$ cat src/rtl/hbm_bender_pkg.sv
// Shared types for the HBM maintenance scheduler: maintenance kinds and FSM states.
package hbm_bender_pkg;
  localparam int MAINT_TYPE_W = 2;

  typedef enum logic [MAINT_TYPE_W-1:0] {
    MT_REF = 2'd0,
    MT_ZQ  = 2'd1,
    MT_RD  = 2'd2
  } maint_type_e;

  typedef enum logic [1:0] {
    ST_IDLE  = 2'd0,
    ST_DRAIN = 2'd1,
    ST_ISSUE = 2'd2
  } sched_state_e;
endpackage

$ cat src/rtl/hbm_maint_timer.sv
// Programmable periodic timer: one-cycle fire every `interval` cycles, 0 disables.
module hbm_maint_timer
  import hbm_bender_pkg::*;
#(
  parameter int CFG_W = 32
) (
  input  logic             i_clk,
  input  logic             i_rst_n,
  input  logic             i_en,
  input  logic             i_we,
  input  logic [CFG_W-1:0] i_data,
  output logic             o_fire
);
  localparam logic [CFG_W-1:0] ONE = CFG_W'(1);

  logic [CFG_W-1:0] r_ival;
  logic [CFG_W-1:0] r_cnt;
  logic             w_live;

  assign w_live = i_en && (r_ival != '0);
  assign o_fire = w_live && (r_cnt == '0);

  // A frozen or disabled timer sits at its reload value so it restarts a full period.
  always_ff @(posedge i_clk) begin
    if (!i_rst_n) begin
      r_ival <= '0;
      r_cnt  <= '0;
    end else if (i_we) begin
      r_ival <= i_data;
      r_cnt  <= i_data - ONE;
    end else if (!w_live || o_fire) begin
      r_cnt  <= r_ival - ONE;
    end else begin
      r_cnt  <= r_cnt - ONE;
    end
  end
endmodule

$ cat src/rtl/hbm_maint_scheduler.sv
// Maintenance scheduler: REF debt, ZQ/RD pending flags, priority pick and issue FSM
// that slots maintenance between instruction sequences.
module hbm_maint_scheduler
  import hbm_bender_pkg::*;
#(
  parameter int NUM_CH      = 8,
  parameter int MAX_DEBT    = 8,
  parameter int URGENT_DEBT = 4,
  parameter int CFG_W       = 32
) (
  input  logic                      i_clk,
  input  logic                      i_rst_n,
  input  logic                      i_sched_en,
  input  logic                      i_cfg_we,
  input  logic [1:0]                i_cfg_sel,
  input  logic [CFG_W-1:0]          i_cfg_data,
  input  logic                      i_iseq_busy,
  output logic                      o_iseq_hold,
  output logic                      o_maint_req,
  output logic [MAINT_TYPE_W-1:0]   o_maint_type,
  output logic [$clog2(NUM_CH)-1:0] o_maint_ch,
  input  logic                      i_maint_ack,
  output logic [3:0]                o_ref_debt,
  output logic                      o_debt_ovf
);
  localparam int         CH_W  = $clog2(NUM_CH);
  localparam logic [3:0] MAX_D = 4'(MAX_DEBT);
  localparam logic [3:0] URG_D = 4'(URGENT_DEBT);

  sched_state_e      r_state, w_nxt;
  maint_type_e       r_type, w_pick;
  logic [CH_W-1:0]   r_ptr;
  logic [3:0]        r_debt;
  logic              r_ovf, r_zq_pend, r_rd_pend;
  logic [2:0]        w_fire, w_we;
  logic              w_ack_ok, w_ref_ack, w_zq_ack, w_rd_ack, w_any, w_urgent;

  for (genvar g = 0; g < 3; g++) begin : g_tmr
    assign w_we[g] = i_cfg_we && (i_cfg_sel == 2'(g));
    hbm_maint_timer #(.CFG_W(CFG_W)) u_tmr (
      .i_clk  (i_clk),
      .i_rst_n(i_rst_n),
      .i_en   (i_sched_en),
      .i_we   (w_we[g]),
      .i_data (i_cfg_data),
      .o_fire (w_fire[g])
    );
  end

  assign w_ack_ok  = i_maint_ack && (r_state == ST_ISSUE);
  assign w_ref_ack = w_ack_ok && (r_type == MT_REF);
  assign w_zq_ack  = w_ack_ok && (r_type == MT_ZQ);
  assign w_rd_ack  = w_ack_ok && (r_type == MT_RD);

  assign w_any    = (r_debt != '0) || r_zq_pend || r_rd_pend;
  assign w_urgent = (r_debt >= URG_D) || r_zq_pend;
  assign w_pick   = (r_debt != '0) ? MT_REF : (r_zq_pend ? MT_ZQ : MT_RD);

  always_comb begin
    w_nxt = r_state;
    case (r_state)
      ST_IDLE: begin
        if (i_sched_en && w_any) begin
          if (!i_iseq_busy)  w_nxt = ST_ISSUE;
          else if (w_urgent) w_nxt = ST_DRAIN;
        end
      end
      ST_DRAIN: if (!i_iseq_busy) w_nxt = ST_ISSUE;
      ST_ISSUE: if (i_maint_ack)  w_nxt = ST_IDLE;
      default:  w_nxt = ST_IDLE;
    endcase
  end

  always_ff @(posedge i_clk) begin
    if (!i_rst_n) begin
      r_state   <= ST_IDLE;
      r_type    <= MT_REF;
      r_ptr     <= '0;
      r_debt    <= '0;
      r_ovf     <= 1'b0;
      r_zq_pend <= 1'b0;
      r_rd_pend <= 1'b0;
    end else begin
      r_state <= w_nxt;
      if (r_state == ST_IDLE && w_nxt != ST_IDLE) r_type <= w_pick;
      if (w_ref_ack) r_ptr <= r_ptr + CH_W'(1);
      // A fire absorbed by a same-cycle ack is not an overflow.
      if (w_fire[0] && !w_ref_ack) begin
        if (r_debt == MAX_D) r_ovf  <= 1'b1;
        else                 r_debt <= r_debt + 4'd1;
      end else if (w_ref_ack && !w_fire[0]) begin
        r_debt <= r_debt - 4'd1;
      end
      r_zq_pend <= i_sched_en && (w_fire[1] || (r_zq_pend && !w_zq_ack));
      r_rd_pend <= i_sched_en && (w_fire[2] || (r_rd_pend && !w_rd_ack));
    end
  end

  assign o_iseq_hold  = (r_state != ST_IDLE);
  assign o_maint_req  = (r_state == ST_ISSUE);
  assign o_maint_type = r_type;
  assign o_maint_ch   = (r_type == MT_REF) ? r_ptr : '0;
  assign o_ref_debt   = r_debt;
  assign o_debt_ovf   = r_ovf;
endmodule

$ cat config.mk
export PLATFORM = sky130hd
export DESIGN_NAME = hbm_maint_scheduler
export DESIGN_NICKNAME = d
export VERILOG_FILES = /design/src/rtl/hbm_bender_pkg.sv /design/src/rtl/hbm_maint_timer.sv /design/src/rtl/hbm_maint_scheduler.sv
export SDC_FILE = /design/constraint.sdc
export NUM_CORES = 1
export LEC_CHECK = 0
export CAP_MARGIN = 20
export CELL_PAD_IN_SITES_DETAIL_PLACEMENT = 1
export CELL_PAD_IN_SITES_GLOBAL_PLACEMENT = 1
export CORE_ASPECT_RATIO = 1.2
export CORE_MARGIN = 2
export CORE_UTILIZATION = 29
export CTS_CLUSTER_DIAMETER = 80
export DETAILED_ROUTE_END_ITERATION = 8
export GPL_TIMING_DRIVEN = 0
export PLACE_DENSITY = 0.61
export SYNTH_ARGS = -nofsm -noshare
export SYNTH_HDL_FRONTEND = slang
export SYNTH_SLANG_ARGS = --single-unit
$ cat constraint.sdc
create_clock -name i_clk -period 6.7 [get_ports i_clk]
set_input_delay 1.005 -clock i_clk [delete_from_list [all_inputs] [get_ports i_clk]]
set_output_delay 1.005 -clock i_clk [all_outputs]
set_load 0.1 [all_outputs]
After elaboration in Yosys (flattened, before gate mapping) --
Cells that the tools add are included.
Word-level totals: logic and storage cells 101, output and inout port bits 12, bits of input ports 40, register bits 206
Cells by class: $lt $le $gt $ge 1, reduce and logical (&&, ||, !) cells 51, muxes and demuxes 18, add/sub/neg operators 10, equality and inequality tests 8
Operator list (number):
- subtractor 32 x 1 -> 32 bit (second input constant) | 7
- 2-to-1 mux 32 bit | 6
- logical NOT 32 bit | 3
- nonzero test 32 bit | 3
- logical AND 1 bit | 21
- 2-to-1 mux 2 bit | 7
- 2-to-1 mux 4 bit | 3
- logical OR 1 bit | 8
- logical NOT 1 bit | 7
- == test 2 x 1 -> 1 bit (second input constant) | 3
- == test 2 bit (second input constant) | 3
- logical NOT 2 bit | 3
- one-hot mux 2 bit (3 select lines) | 1
- nonzero test 2 bit | 3
- adder 4 x 1 -> 4 bit (second input constant) | 1
- == test 4 bit (second input constant) | 1
- >= comparator 4 x 3 -> 1 bit (second input constant) | 1
- AND reduction 2 bit | 2
- nonzero test 4 bit | 1
- subtractor 4 x 1 -> 4 bit (second input constant) | 1
- adder 3 x 1 -> 3 bit (second input constant) | 1
- 2-to-1 mux 3 bit | 1
- inequality test 2 bit (second input constant) | 1

Logic depth before layout (Yosys ltp) --
depth after elaboration 8, depth in mapped cells 19, depth with buffers taken out 14

Hierarchy --
Synthesis repeated with hierarchy kept, for this count alone.
Unflattened totals: cells, all modules 1304, area, all modules 11056.9 sq um
By module, submodules not included:
- hbm_maint_timer at g_tmr[0].u_tmr ... | sequential area each 1281.2 sq um, cells each 402, times used 2, area an instance 3402.0 sq um
- hbm_maint_timer at g_tmr[2].u_tmr | sequential area each 1281.2 sq um, cells each 402, times used 1, area an instance 3397.0 sq um
- hbm_maint_scheduler | sequential area each 280.3 sq um, cells each 98, times used 1, area an instance 855.8 sq um

Worst setup path before layout --
No wires, ideal clock.
path type register -> register, from register g_tmr[0].u_tmr.r_ival[5], to register g_tmr[0].u_tmr.r_cnt[26], slack 1.957 ns, data required time 6.609 ns, setup time 0.091 ns, arrival 4.652 ns, path buffers 4, stages on the path, launching flop included 18, clock period less this slack 4.743 ns, cells stage by stage dfxtp_1 or4_1 or4_4 or4_4 nor3b_4 buf_6 buf_6 buf_4 buf_2 mux2i_1 ha_1 nand3_1 or4_1 nor4_1 mux2i_1 nor3_2 nand2b_1 a311oi_1
On the way: cells in the longest elaborated chain, start to end 6, elaborated cells on any way between the ends 8, those cells by class 1 x add/sub; 2 x mux; 5 x reduce/logical
Ends and longest elaborated chain:
- start, declared | RTL line hbm_maint_timer.sv:16 | logic [CFG_W-1:0] r_ival;
- start signal, assigned | RTL line hbm_maint_timer.sv:29 | r_ival <= i_data;
- branches (longest 4 deep; another with subtractor 32 x 1 -> 32 bit)
- 2-to-1 mux 32 bit * | RTL line hbm_maint_timer.sv:31 | end else if (!w_live || o_fire) begin
- 2-to-1 mux 32 bit * | RTL line hbm_maint_timer.sv:28 | end else if (i_we) begin
- end signal, assigned | RTL line hbm_maint_timer.sv:30 | r_cnt <= i_data - ONE;
- end signal, assigned | RTL line hbm_maint_timer.sv:32 | r_cnt <= r_ival - ONE;
- end signal, assigned | RTL line hbm_maint_timer.sv:34 | r_cnt <= r_cnt - ONE;
- end, declared | RTL line hbm_maint_timer.sv:17 | logic [CFG_W-1:0] r_cnt;
Every way passes the cells marked *. A chain may end at the register's enable or synchronous reset.

Worst setup path after layout --
from input i_sched_en, to register g_tmr[1].u_tmr.r_cnt[28]
On the way: cells in the longest elaborated chain, start to end 5, elaborated cells on any way between the ends 6, those cells by class 2 x mux; 4 x reduce/logical
Ends and longest elaborated chain:
- start, declared | RTL line hbm_maint_scheduler.sv:13 | input logic i_sched_en,
- logical AND 1 bit * | RTL line hbm_maint_timer.sv:20 | assign w_live = i_en && (r_ival != '0);
- logical NOT 1 bit or logical AND 1 bit (tied branches) | RTL line hbm_maint_timer.sv:31, hbm_maint_timer.sv:21
- logical OR 1 bit * | RTL line hbm_maint_timer.sv:31
- 2-to-1 mux 32 bit * | RTL line hbm_maint_timer.sv:31
- 2-to-1 mux 32 bit * | RTL line hbm_maint_timer.sv:28
- end signal, assigned | RTL line hbm_maint_timer.sv:30
- end signal, assigned | RTL line hbm_maint_timer.sv:32
- end signal, assigned | RTL line hbm_maint_timer.sv:34
- end, declared | RTL line hbm_maint_timer.sv:17
Every way passes the cells marked *; elsewhere a longest branch is shown, timed or not.

==> run metrics <==
Hold WC Path Type reg -> reg; floorplan core area 40800 sq um; top-area cell type share of the netlist area 34.3%; clock sink count 206; Total Routing Usage GR 24.5%; leakage 5.18 nW; Critical Path Fanout Max 10; Critical Path AT 6.76 ns; routed vias 12100; Clock Path Buffers 3; Worst-Margin Slew 1.17 ns; layout cells sized above 1 5.80%; Critical Path Sink Type register; Final Slew Violations 0; Ports 52; Routed Antenna Nets 0; WP data required 7.11 ns; RSZ-0062 raised after global routing no; final hold vios 0; Root Driver clkbuf_16; H-tree Lvls 1; #FFs+latches synth 206; fraction of registers with async set/reset 0%; cts repair resizes 0; status finished clean; hold buffers post-CTS 0; power per standard cell area 294 nW/um^2; hold path endpoint g_tmr[1].u_tmr.r_ival[31]; hold path cells 2; worst r2r dst g_tmr[0].u_tmr.r_cnt[26]; Main synth FF type dfxtp_1; TritonCTS Buffers 26; Setup-failing EPs final 0; per-cell routed wire length 24.1 um; vias in the first global route 12500; Overflow after GRT 0; ant diodes 0; DRT Pass-1 Iters 4; hold path startpoint g_tmr[1].u_tmr.r_ival[31]; post-synth net total 1616; DRT iter0 DRCs 674; dpl hpwl 40400 um; fmax 157 MHz; Placed Area 13100 sq um; sequential area share after synthesis 34.3%; syn avg cell area 7.67 sq um; slew margin rel. 21.5%; Avg Vias per Cell 5.54; Setup CP Type in -> reg; first-pass GRT wire length 79600 um; initial core utilization 29.4%; R2R Setup Slk 0.92 ns; Post-synth EDFFs 0; mapped cell area 12000 sq um; Worst-path clk slew 0.06 ns; Period minus WS final 6.35 ns; total wire length 52900 um; number of max-cap violations 0; # DRC 0; critical path launch point type primary input; yosys warns 0; Setup Skew 0.0227 ns; largest cells by area after synthesis dfxtp_1, nand2_1, mux2i_1; reg2reg path depth 17; CTS tree yes; initial antenna violation count 0; Site Rows 81; Die Span Y 227 um; Mapped Cells 1568; gpl congestion 0.902; Yosys top cell by area dfxtp_1; die area 43100 sq um; fin util 34.2%; fin area 14000 sq um; largest net degree at the start of global routing 13; worst-skew pair later-pin latency 0.56 ns; final worst path period share 94.8%; post-synthesis cell type count 72; die width 190 um; RR Startpoint g_tmr[0].u_tmr.r_ival[0]; Layout Nets 1685; P&R area growth vs syn 16.3%; I/O Buffers 40; # Post-CTS Setup Buffers 0; maximum vdd drop 0.187 mV
==> worst max-delay path by stage <==
stage	slack, ns	start	end	cells after the start
after detailed placement	-0.13	i_sched_en	g_tmr[1].u_tmr.r_cnt[28]	14
after floorplan	1.96	g_tmr[0].u_tmr.r_ival[5]	g_tmr[0].u_tmr.r_cnt[26]	17
after CTS	0.43	i_sched_en	g_tmr[1].u_tmr.r_cnt[28]	14
after global routing	0.1	i_sched_en	g_tmr[1].u_tmr.r_cnt[28]	14
after global placement	-0.52	i_sched_en	g_tmr[1].u_tmr.r_cnt[28]	14
final	0.35	i_sched_en	g_tmr[1].u_tmr.r_cnt[28]	14
==> cells by family after synthesis <==
| kind of cell | after synthesis | share of synthesized area (%) |
|---|---|---|
| adders and majority gates | 8 | 0.895 |
| buffers and inverters | 103 | 3.67 |
| DFF | 206 | 34.3 |
| AOI/OAI and AO/OA | 288 | 14.6 |
| xor gates and xnor gates | 119 | 8.67 |
| muxes | 105 | 8.92 |
| and+or+nand+nor | 739 | 28.9 |
==> metrics by stage <==
stage	setup WS [ns]	cells	hold WS, ns	total power, mW	setup TNS, ns
global route	0.0991	2193	0.498	4.29	0
global placement	-0.517	2147	0.466	2.60	-3.02
detailed placement	-0.130	2148	0.469	2.62	-0.329
CTS	0.427	2193	0.476	4.12	0
floorplan	1.96	1568	0.443	2.26	0
finish	0.346	2193	0.481	4.11	0
==> registers in the layout (all words and copies together), names as in the netlist <==
name and flops:
r_zq_pend 1, o_maint_type 2, r_state 2, o_ref_debt 4, r_rd_pend 1, g_tmr.u_tmr.r_ival 96, r_ptr 3, g_tmr.u_tmr.r_cnt 96
o_debt_ovf 1
==> cell type report <==
cell class / instances / area, sq um
Buffer: 94 / 408
Clock buffer: 36 / 759
Clock inverter: 9 / 124
Fill cell: 4927 / 26900
Inverter: 9 / 33.8
Multi-Input combinational cell: 1259 / 7450
Sequential cell: 206 / 4120
Tap cell: 539 / 674
Timing Repair Buffer: 41 / 405
==> synthesized netlist by cell type (8+ instances only) <==
master	instances
nand2_1	297
dfxtp_1	206
nor2_1	165
a21oi_1	151
mux2i_1	90
nor3_1	78
clkbuf_1	74
xnor2_1	68
xor2_1	51
nor4_1	32
nand3_1	29
a211oi_1	28
or4_1	27
o21ai_0	25
o22ai_1	20
or3_1	17
mux2_2	14
nand3b_1	12
nand4_1	12
and3_1	10
or2_2	10
buf_2	8
nor2b_1	8
o211ai_1	8
==> cell usage in the layout, fill, tap and decap left out, types with 6 or more instances in the layout <==
cell,netlist,layout
nand2b_1,7,7
a211oi_1,28,28
nor4_1,32,32
clkbuf_1,74,78
xor2_1,51,51
buf_2,8,9
mux2i_1,90,90
nand4_1,12,12
and2_1,7,7
clkdlybuf4s50_1,0,40
nand2_1,297,297
nand3_1,29,29
o21ai_0,25,25
inv_1,7,7
ha_1,7,7
o22ai_1,20,20
mux2_2,14,14
nor3b_1,6,6
and3_1,10,10
nor2b_1,8,8
nand3b_1,12,12
clkbuf_16,0,27
or4_1,27,27
or3_1,17,17
nor3_1,78,78
a31oi_1,6,6
a21oi_1,151,151
xnor2_1,68,68
o211ai_1,8,8
dfxtp_1,206,206
nor2_1,165,165
o31ai_1,7,7
or2_2,10,10
==> where the power goes <==
part / leakage (nW) / internal, mW / switching [mW]
clock network: 0.439 / 0.900 / 0.590
logic: 3.06 / 0.451 / 0.707
registers: 1.69 / 1.34 / 0.118
total: 5.18 / 2.69 / 1.42
==> critical path: stages <==
cell and delay (ns):
clkdlybuf4s50_1 0.80, clkinv_1 0.47, a211oi_1 0.79, clkbuf_1 0.63, clkbuf_1 0.61, mux2i_1 0.34
ha_1 0.29, nor4b_1 0.25, nand2_1 0.16, nor4_1 0.33, mux2i_1 0.26, nor3_1 0.46
and2_1 0.23, o221ai_1 0.12
==> routing by layer <==
metal | wire, um | track usage, %
met2 | 25800 | 43.5
met3 | 1720 | 1.99
met1 | 23100 | 30.4
met5 | 0 | 0
met4 | 2340 | 10.6
No activity file was read; power rests on OpenSTA's default activity.
